### src/rtl/uart_pkg.sv
// Shared UART definitions: receive FSM states and oversampling constants.
// Used by both receiver and transmitter.
package uart_pkg;

  // Oversampling ratio of s_tick relative to the bit rate.
  localparam int OVS     = 16;
  // Tick count at which the start bit is checked (middle of the bit).
  localparam int OVS_MID = 7;

  typedef enum logic [1:0] {
    IDLE  = 2'd0,
    START = 2'd1,
    DATA  = 2'd2,
    STOP  = 2'd3
  } rx_state_t;

endpackage

### src/rtl/sync_2ff.sv
// Two-flop synchronizer for asynchronous inputs (rx, CTS, ...).
// Reset value is a parameter so idle-high lines come out of reset idle.
module sync_2ff #(
  parameter int   WIDTH   = 1,
  parameter logic RST_VAL = 1'b1
) (
  input  logic             clk,
  input  logic             arst_n,
  input  logic [WIDTH-1:0] d,
  output logic [WIDTH-1:0] q
);

  logic [WIDTH-1:0] meta_q;
  logic [WIDTH-1:0] sync_q;

  // Two back-to-back flops; only the asynchronous reset touches them.
  always_ff @(posedge clk or negedge arst_n) begin
    if (!arst_n) begin
      meta_q <= {WIDTH{RST_VAL}};
      sync_q <= {WIDTH{RST_VAL}};
    end else begin
      meta_q <= d;
      sync_q <= meta_q;
    end
  end

  assign q = sync_q;

endmodule

### src/rtl/receiver.sv
// UART receive path: 16x oversampled, mid-bit start validation,
// LSB-first data, stop-bit check with a held frame error flag.
module receiver #(
  parameter int DBIT      = 8,
  parameter int SB_TICK   = 16,
  parameter int STOP_BITS = 1
) (
  input  logic            clk,
  input  logic            arst_n,
  input  logic            rst,
  input  logic            rx_en,
  input  logic            rx,
  input  logic            s_tick,
  output logic [DBIT-1:0] dout,
  output logic            rx_done_tick,
  output logic            rx_busy,
  output logic            frame_err
);

  import uart_pkg::*;

  localparam int NW = (DBIT > 1) ? $clog2(DBIT) : 1;
  localparam int KW = (STOP_BITS > 1) ? $clog2(STOP_BITS) : 1;

  localparam logic [3:0]    S_MID  = 4'(OVS_MID);
  localparam logic [3:0]    S_LAST = 4'(OVS - 1);
  localparam logic [3:0]    S_STOP = 4'(SB_TICK - 1);
  localparam logic [NW-1:0] N_LAST = NW'(DBIT - 1);
  localparam logic [KW-1:0] K_LAST = KW'(STOP_BITS - 1);

  logic rx_s;

  rx_state_t       state_q,     state_d;
  logic [3:0]      s_q,         s_d;
  logic [NW-1:0]   n_q,         n_d;
  logic [KW-1:0]   k_q,         k_d;
  logic [DBIT-1:0] b_q,         b_d;
  logic            err_q,       err_d;
  logic [DBIT-1:0] dout_q,      dout_d;
  logic            frame_err_q, frame_err_d;
  logic            done_q,      done_d;

  // The soft clear deliberately leaves the synchronizer running.
  sync_2ff #(.WIDTH(1), .RST_VAL(1'b1)) u_rx_sync (
    .clk    (clk),
    .arst_n (arst_n),
    .d      (rx),
    .q      (rx_s)
  );

  // Next-state logic: soft clear first, then one branch per FSM state.
  always_comb begin
    // NOTE: every _d signal gets a default before any branch, so no path
    // leaves it unassigned and no latch is inferred.
    state_d     = state_q;
    s_d         = s_q;
    n_d         = n_q;
    k_d         = k_q;
    b_d         = b_q;
    err_d       = err_q;
    dout_d      = dout_q;
    frame_err_d = frame_err_q;
    done_d      = 1'b0;

    if (rst) begin
      state_d     = IDLE;
      s_d         = '0;
      n_d         = '0;
      k_d         = '0;
      b_d         = '0;
      err_d       = 1'b0;
      dout_d      = '0;
      frame_err_d = 1'b0;
    end else begin
      unique case (state_q)
        IDLE: begin
          // A falling edge is enough to leave IDLE; no tick needed.
          if (rx_en && !rx_s) begin
            state_d = START;
            s_d     = '0;
          end
        end
        START: begin
          if (s_tick) begin
            if (s_q == S_MID) begin
              if (!rx_s) begin
                state_d = DATA;
                s_d     = '0;
                n_d     = '0;
                err_d   = 1'b0;
              end else begin
                // Line went back high before mid-bit: glitch, no frame.
                state_d = IDLE;
              end
            end else begin
              s_d = s_q + 4'd1;
            end
          end
        end
        DATA: begin
          if (s_tick) begin
            if (s_q == S_LAST) begin
              b_d = {rx_s, b_q[DBIT-1:1]};
              s_d = '0;
              if (n_q == N_LAST) begin
                state_d = STOP;
                k_d     = '0;
              end else begin
                n_d = n_q + NW'(1);
              end
            end else begin
              s_d = s_q + 4'd1;
            end
          end
        end
        STOP: begin
          if (s_tick) begin
            if (s_q == S_STOP) begin
              err_d = err_q | ~rx_s;
              s_d   = '0;
              if (k_q == K_LAST) begin
                // A bad stop bit still delivers the byte, just flagged.
                state_d     = IDLE;
                dout_d      = b_q;
                frame_err_d = err_q | ~rx_s;
                done_d      = 1'b1;
              end else begin
                k_d = k_q + KW'(1);
              end
            end else begin
              s_d = s_q + 4'd1;
            end
          end
        end
        default: state_d = IDLE;
      endcase
    end
  end

  // State, counters and registered outputs.
  always_ff @(posedge clk or negedge arst_n) begin
    if (!arst_n) begin
      state_q     <= IDLE;
      s_q         <= '0;
      n_q         <= '0;
      k_q         <= '0;
      b_q         <= '0;
      err_q       <= 1'b0;
      dout_q      <= '0;
      frame_err_q <= 1'b0;
      done_q      <= 1'b0;
    end else begin
      // NOTE: non-blocking assignments so every flop samples the values
      // from before this edge, independent of statement order.
      state_q     <= state_d;
      s_q         <= s_d;
      n_q         <= n_d;
      k_q         <= k_d;
      b_q         <= b_d;
      err_q       <= err_d;
      dout_q      <= dout_d;
      frame_err_q <= frame_err_d;
      done_q      <= done_d;
    end
  end

  assign dout         = dout_q;
  assign frame_err    = frame_err_q;
  assign rx_done_tick = done_q;
  assign rx_busy      = (state_q != IDLE);

endmodule

### config.mk
export PLATFORM = sky130hd
export DESIGN_NAME = receiver
export DESIGN_NICKNAME = d
export VERILOG_FILES = /design/src/rtl/uart_pkg.sv /design/src/rtl/sync_2ff.sv /design/src/rtl/receiver.sv
export SDC_FILE = /design/constraint.sdc
export NUM_CORES = 1
export LEC_CHECK = 0
export ABC_AREA = 0
export ABC_CLOCK_PERIOD_IN_PS = 4830
export CAP_MARGIN = 20
export CORE_MARGIN = 1.5
export CORE_UTILIZATION = 50
export CTS_CLUSTER_DIAMETER = 150
export DETAILED_ROUTE_END_ITERATION = 6
export GPL_ROUTABILITY_DRIVEN = 0
export PLACE_DENSITY = 0.78
export SLEW_MARGIN = 20
export SYNTH_ARGS = -nofsm -noshare
export SYNTH_HDL_FRONTEND = slang
export SYNTH_SLANG_ARGS = --single-unit
### constraint.sdc
create_clock -name clk -period 4.83 [get_ports clk]
set_input_delay 1.2075 -clock clk [delete_from_list [all_inputs] [get_ports clk]]
set_output_delay 1.2075 -clock clk [all_outputs]
set_load 0.03 [all_outputs]
==> Word-level counts from Yosys, hierarchy flattened <==
Index checks and enable logic that the tools add are counted.
{ "totals": {"reg_bits": 31, "out_inout_bits": 11, "inputBits": 6, "elab_cells": 117} }
{ "classes": {"muxes": 62, "bitwise_logic": 2, "eq_ne": 20, "n_reduce_logical": 19, "addsub": 3} }
{ "op_table": {"columns": ["op", "count"], "rows": [
  ["2-to-1 mux 8 bit", 9],
  ["!= test 3 bit, second input constant", 11],
  ["2-to-1 mux 4 bit", 7],
  ["2-to-1 mux 1 bit", 23],
  ["2-to-1 mux 2 bit", 11],
  ["2-to-1 mux 3 bit", 7],
  ["one-hot mux 4 bit (3 select lines)", 1],
  ["AND reduction 6 bit", 2],
  ["nonzero test 2 bit", 5],
  ["AND reduction 9 bit", 1],
  ["nonzero test 3 bit", 3],
  ["one-hot mux 2 bit (4 select lines)", 1],
  ["AND reduction 4 bit", 2],
  ["AND reduction 7 bit", 1],
  ["one-hot mux 3 bit (2 select lines)", 1],
  ["adder 4 x 1 -> 4 bit, second input constant", 1],
  ["equality test 2 bit, second input constant", 2],
  ["equality test 4 x 3 -> 1 bit, second input constant", 1],
  ["equality test 4 bit, second input constant", 1],
  ["!= test 4 bit, second input constant", 1],
  ["one-hot mux 1 bit (2 select lines)", 2],
  ["adder 3 x 1 -> 3 bit, second input constant", 1],
  ["equality test 3 bit, second input constant", 1],
  ["!= test 3 x 1 -> 1 bit, second input constant", 1],
  ["other kinds (10)", 10]
]} }

==> Longest topological paths before layout <==
{ "logic_depth": {"ltp_word": 7, "depth_mapped": 6} }

==> Hierarchy <==
A second synthesis with hierarchy kept.
{ "hier_totals": {"cells_unflattened": 128, "area_unflattened_um2": 1452.6} }
{ "modules_own_cells": {"columns": ["mod", "seq_area_each_um2", "area_per_inst_um2", "instances", "cells_each"], "rows": [
  ["receiver", 700.7, 1400.1, 1, 126],
  ["sync_2ff", 52.6, 52.6, 1, 2]
]} }

==> Worst setup path after synthesis <==
Ideal clock, no wire load.
{ "synth_path": {"kind": "in2reg", "start": "input s_tick", "end": "register n_q[0]", "setup_time_ps": 125, "arrival_ps": 2118, "n_path_buf": 1, "stages": 5, "t_required_ps": 4705, "path_slack_ps": 2587, "path_cell_list": "nand4_1 or2_1 buf_6 o21a_1 mux2_4"} }
{ "synth_between": {"elab_chain_cells": 2} }
{ "synth_rtl": {"columns": ["item", "line", "text"], "rows": [
  ["start, declared", "receiver.sv:13", "input logic s_tick,"],
  ["!= test 3 bit (no line)", null, null],
  ["AND reduction 7 bit (no line) (*)", null, null],
  ["end signal, assigned", "receiver.sv:157", "n_q <= n_d;"],
  ["end, declared", "receiver.sv:35", "logic [NW-1:0] n_q, n_d;"]
]} }
Mark *: on every way between the ends. The rest lies on a longest branch, timed or not.
A chain may end at the register's enable or synchronous reset.

==> Worst setup path after layout <==
{ "layout_path": {"start": "register state_q[1]", "end": "output rx_busy"} }
{ "layout_between": {"elab_chain_cells": 1} }
{ "layout_rtl": {"columns": ["item", "line", "text"], "rows": [
  ["start, declared", "receiver.sv:33", "rx_state_t state_q, state_d;"],
  ["start signal, assigned", "receiver.sv:155", "state_q <= state_d;"],
  ["nonzero test 2 bit", "receiver.sv:170", "assign rx_busy = (state_q != IDLE);"],
  ["end, declared", "receiver.sv:16", "output logic rx_busy,"]
]} }
Every way passes these cells.

==> results.md <==
- Status: finished, final reports clean
- Port Buffer Count: 16
- Io pins: 17
- Clock transition at path regs: 100 ps
- Clock Skews: 6.000 ps
- Setup CP Type: flop to output port
- Hold crit path type: flop to flop
- CP Launch Type: flop
- Net load switching power: 0.1155 mW
- WL per Instance: 13.56 um
- Footprint of the multi-input gates: 593.1 um2
- Vias/cell: 5.568
- Gr usage total: 0.1984
- Starting Density: 0.5222
- Most common cell after layout, fill and taps aside: nand2_1
- Drt pass-1 iters: 4
- Initial antenna violation count: 0
- Area Growth Syn to Fin: 16.27%
- R2r startpoint: s_q[0]
- Slew Limit Fails: 0
- YS warnings: 0
- Syn nets: 153
- Fillers: 245
- FF-to-FF setup slack: 3070 ps
- Grt ovf: 0
- Int Pwr: 0.3786 mW
- Vias in the first global route: 1105
- Antenna cells: 0
- Worst Path Max Fanout: 9
- Register area: 753.2 um2
- First-pass GRT wire length: 4747 um
- Static Leak: 0.7122 nW
- Clk network pwr share: 0.398
- Dpl ws: 1690 ps
- Nets: 169
- Max Fclk: 340.4 MHz
- Full die area: 0.003158 mm2
- Worst path arrival time: 1730 ps
- Fin crit share: 0.6083
- Part of the power in combinational logic: 0.077
- Vias post-DR: 1069
- Avg Cell Area, Syn: 9.827 um2
- CTS root buf: clkbuf_4
- # setup viols final: 0
- Design area: 0.001645 mm2
- Unrepaired setup endpoints after global routing: false
- Largest net degree at the start of global routing: 31
- Post-synth ARST share: 1.000
- Reg power frac: 0.525
- Clk sinks: 30
- Post-cts resize count: 0
- TritonCTS Buffers: 5
- Die height: 56.20 um
- Slew headroom: 0.3782
- Hold Crit Depth: 0
- Hold buffers post-CTS: 0
- Critical Path End Type: output port
- Sw frac: 0.2337
- Post-synth top flop: dfrtp_1
- Iteration-0 DRC Markers: 23
- Power after layout: 0.4940 mW
- Commonest cells after routing, fill and taps aside: nand2_1, dfrtp_1, a21oi_1, clkdlybuf4s50_1, nor2_1
- Max cap viols: 0
- Layout cells sized above 1: 0.1304
- Reg2reg end: n_q[0]
- Post-synth cell types: 40
- VDD IR max: 237.8 uV
- H-tree depth: 2
- Final HPWL DP: 1812 um
- Synth Cell Area: 0.001415 mm2
- Die X: 56.20 um
- Crit path required time: 3620 ps
- Setup TNS: 0 ps
- Final hold vios: 0
- Routed WL: 2603 um
- DP Area: 0.001568 mm2
- Placement row count: 19
- Actual slew at the worst max-slew pin: 929.8 ps
- FF+latch count, synth: 30
- Final ANT Viol Nets: 0
- Seq/Total Area, Yosys: 0.5323
- Clk buf depth: 2
- Hold Startpoint: u_rx_sync.meta_q
- Fin crit period: 2938 ps
- Reg2Reg Depth: 5
- Hold EP: u_rx_sync.q
- Post-Synthesis Cells: 144
- CTS tree: built
- Total core area: 0.002710 mm2
- Post-CTS setup buffers: 0
- DRC viols: 0
- Total power per unit cell area: 300.3 mW/mm2
- Slack of the critical path: 1892 ps
- EDFF count, synth: 0
- Clock Latency Late Sink: 330 ps
## stage by stage
step / std cells / utilization / hold WS (ps)
after floorplan: 144 / - / 345.2
after global placement: 184 / 0.5785 / 347.7
after detailed placement: 184 / 0.5785 / 349.8
after CTS: 192 / 0.6071 / 364.7
after global routing: 192 / 0.6071 / 366.0
final: 192 / 0.6071 / 362.6
## Yosys cell counts, drive strengths merged, types with 3 or more instances
cell   instances  area, um2
nand3          4      20.02
inv            4      15.01
nor3b          3      27.52
a22o           3      28.78
o21ai          3      15.01
nor3           4      20.02
nor2           6      22.52
nand2         35      131.4
ha             3      37.54
dfrtp         28      700.7
a21oi         20      103.9
buf            6      46.28
## cell families after synthesis
kind of cell / Yosys count / synth area share
buffers and inverters: 12 / 0.04862
DFF: 30 / 0.5323
and+or+nand+nor: 61 / 0.2087
AOI/OAI and AO/OA: 34 / 0.1530
adders and majority gates: 3 / 0.02653
muxes: 3 / 0.02475
xor gates and xnor gates: 1 / 0.006190
## state kept, by name, indices dropped and copies added (netlist names)
name              flops
s_q                   4
err_q                 1
u_rx_sync.meta_q      1
state_q               2
dout                  8
b_q                   8
rx_done_tick          1
n_q                   3
frame_err             1
u_rx_sync.q           1
## layout make-up
cell class                      count  share of cell area
Timing Repair Buffer               17              0.1019
Inverter                            4            0.009125
Tap cell                           31             0.02357
Sequential cell                    30              0.4578
Multi-Input combinational cell    102              0.3605
Clock buffer                        5             0.02281
Clock inverter                      3             0.02433
## worst max-delay path by stage
stage / from / slack [ps] / endpoint / cells after the start
final: state_q[1] / 1890 / rx_busy / 2
after floorplan: s_tick / 2590 / n_q[0] / 5
after detailed placement: rst / 1690 / s_q[3] / 5
after global routing: state_q[1] / 1790 / rx_busy / 2
after CTS: state_q[1] / 1860 / rx_busy / 2
after global placement: rst / 1740 / s_q[3] / 5
## per-layer routing
metal  vias to the layer above  part of all wire  global-route usage
li1                        524                 -                   -
met2                        22              0.51              0.3109
met4                         0             0.020              0.1054
met1                       516              0.43              0.2378
met3                         7             0.045             0.07209
met5                         -                 0                   0
## power groups by stage
stage | clock, mW | sequential, mW | combinational, mW
6_report | 0.196 | 0.260 | 0.0380
4_1_cts | 0.204 | 0.260 | 0.0385
3_3_place_gp | 0 | 0.264 | 0.0366
2_1_floorplan | 0 | 0.262 | 0.0252
3_5_place_dp | 0 | 0.265 | 0.0385
5_1_grt | 0.210 | 0.261 | 0.0423
## critical path, stage by stage, from the launching register on
cell and delay, ps:
dfrtp_1 540, or2_4 200, clkdlybuf4s50_1 660
(Power assumes the default switching activity.)
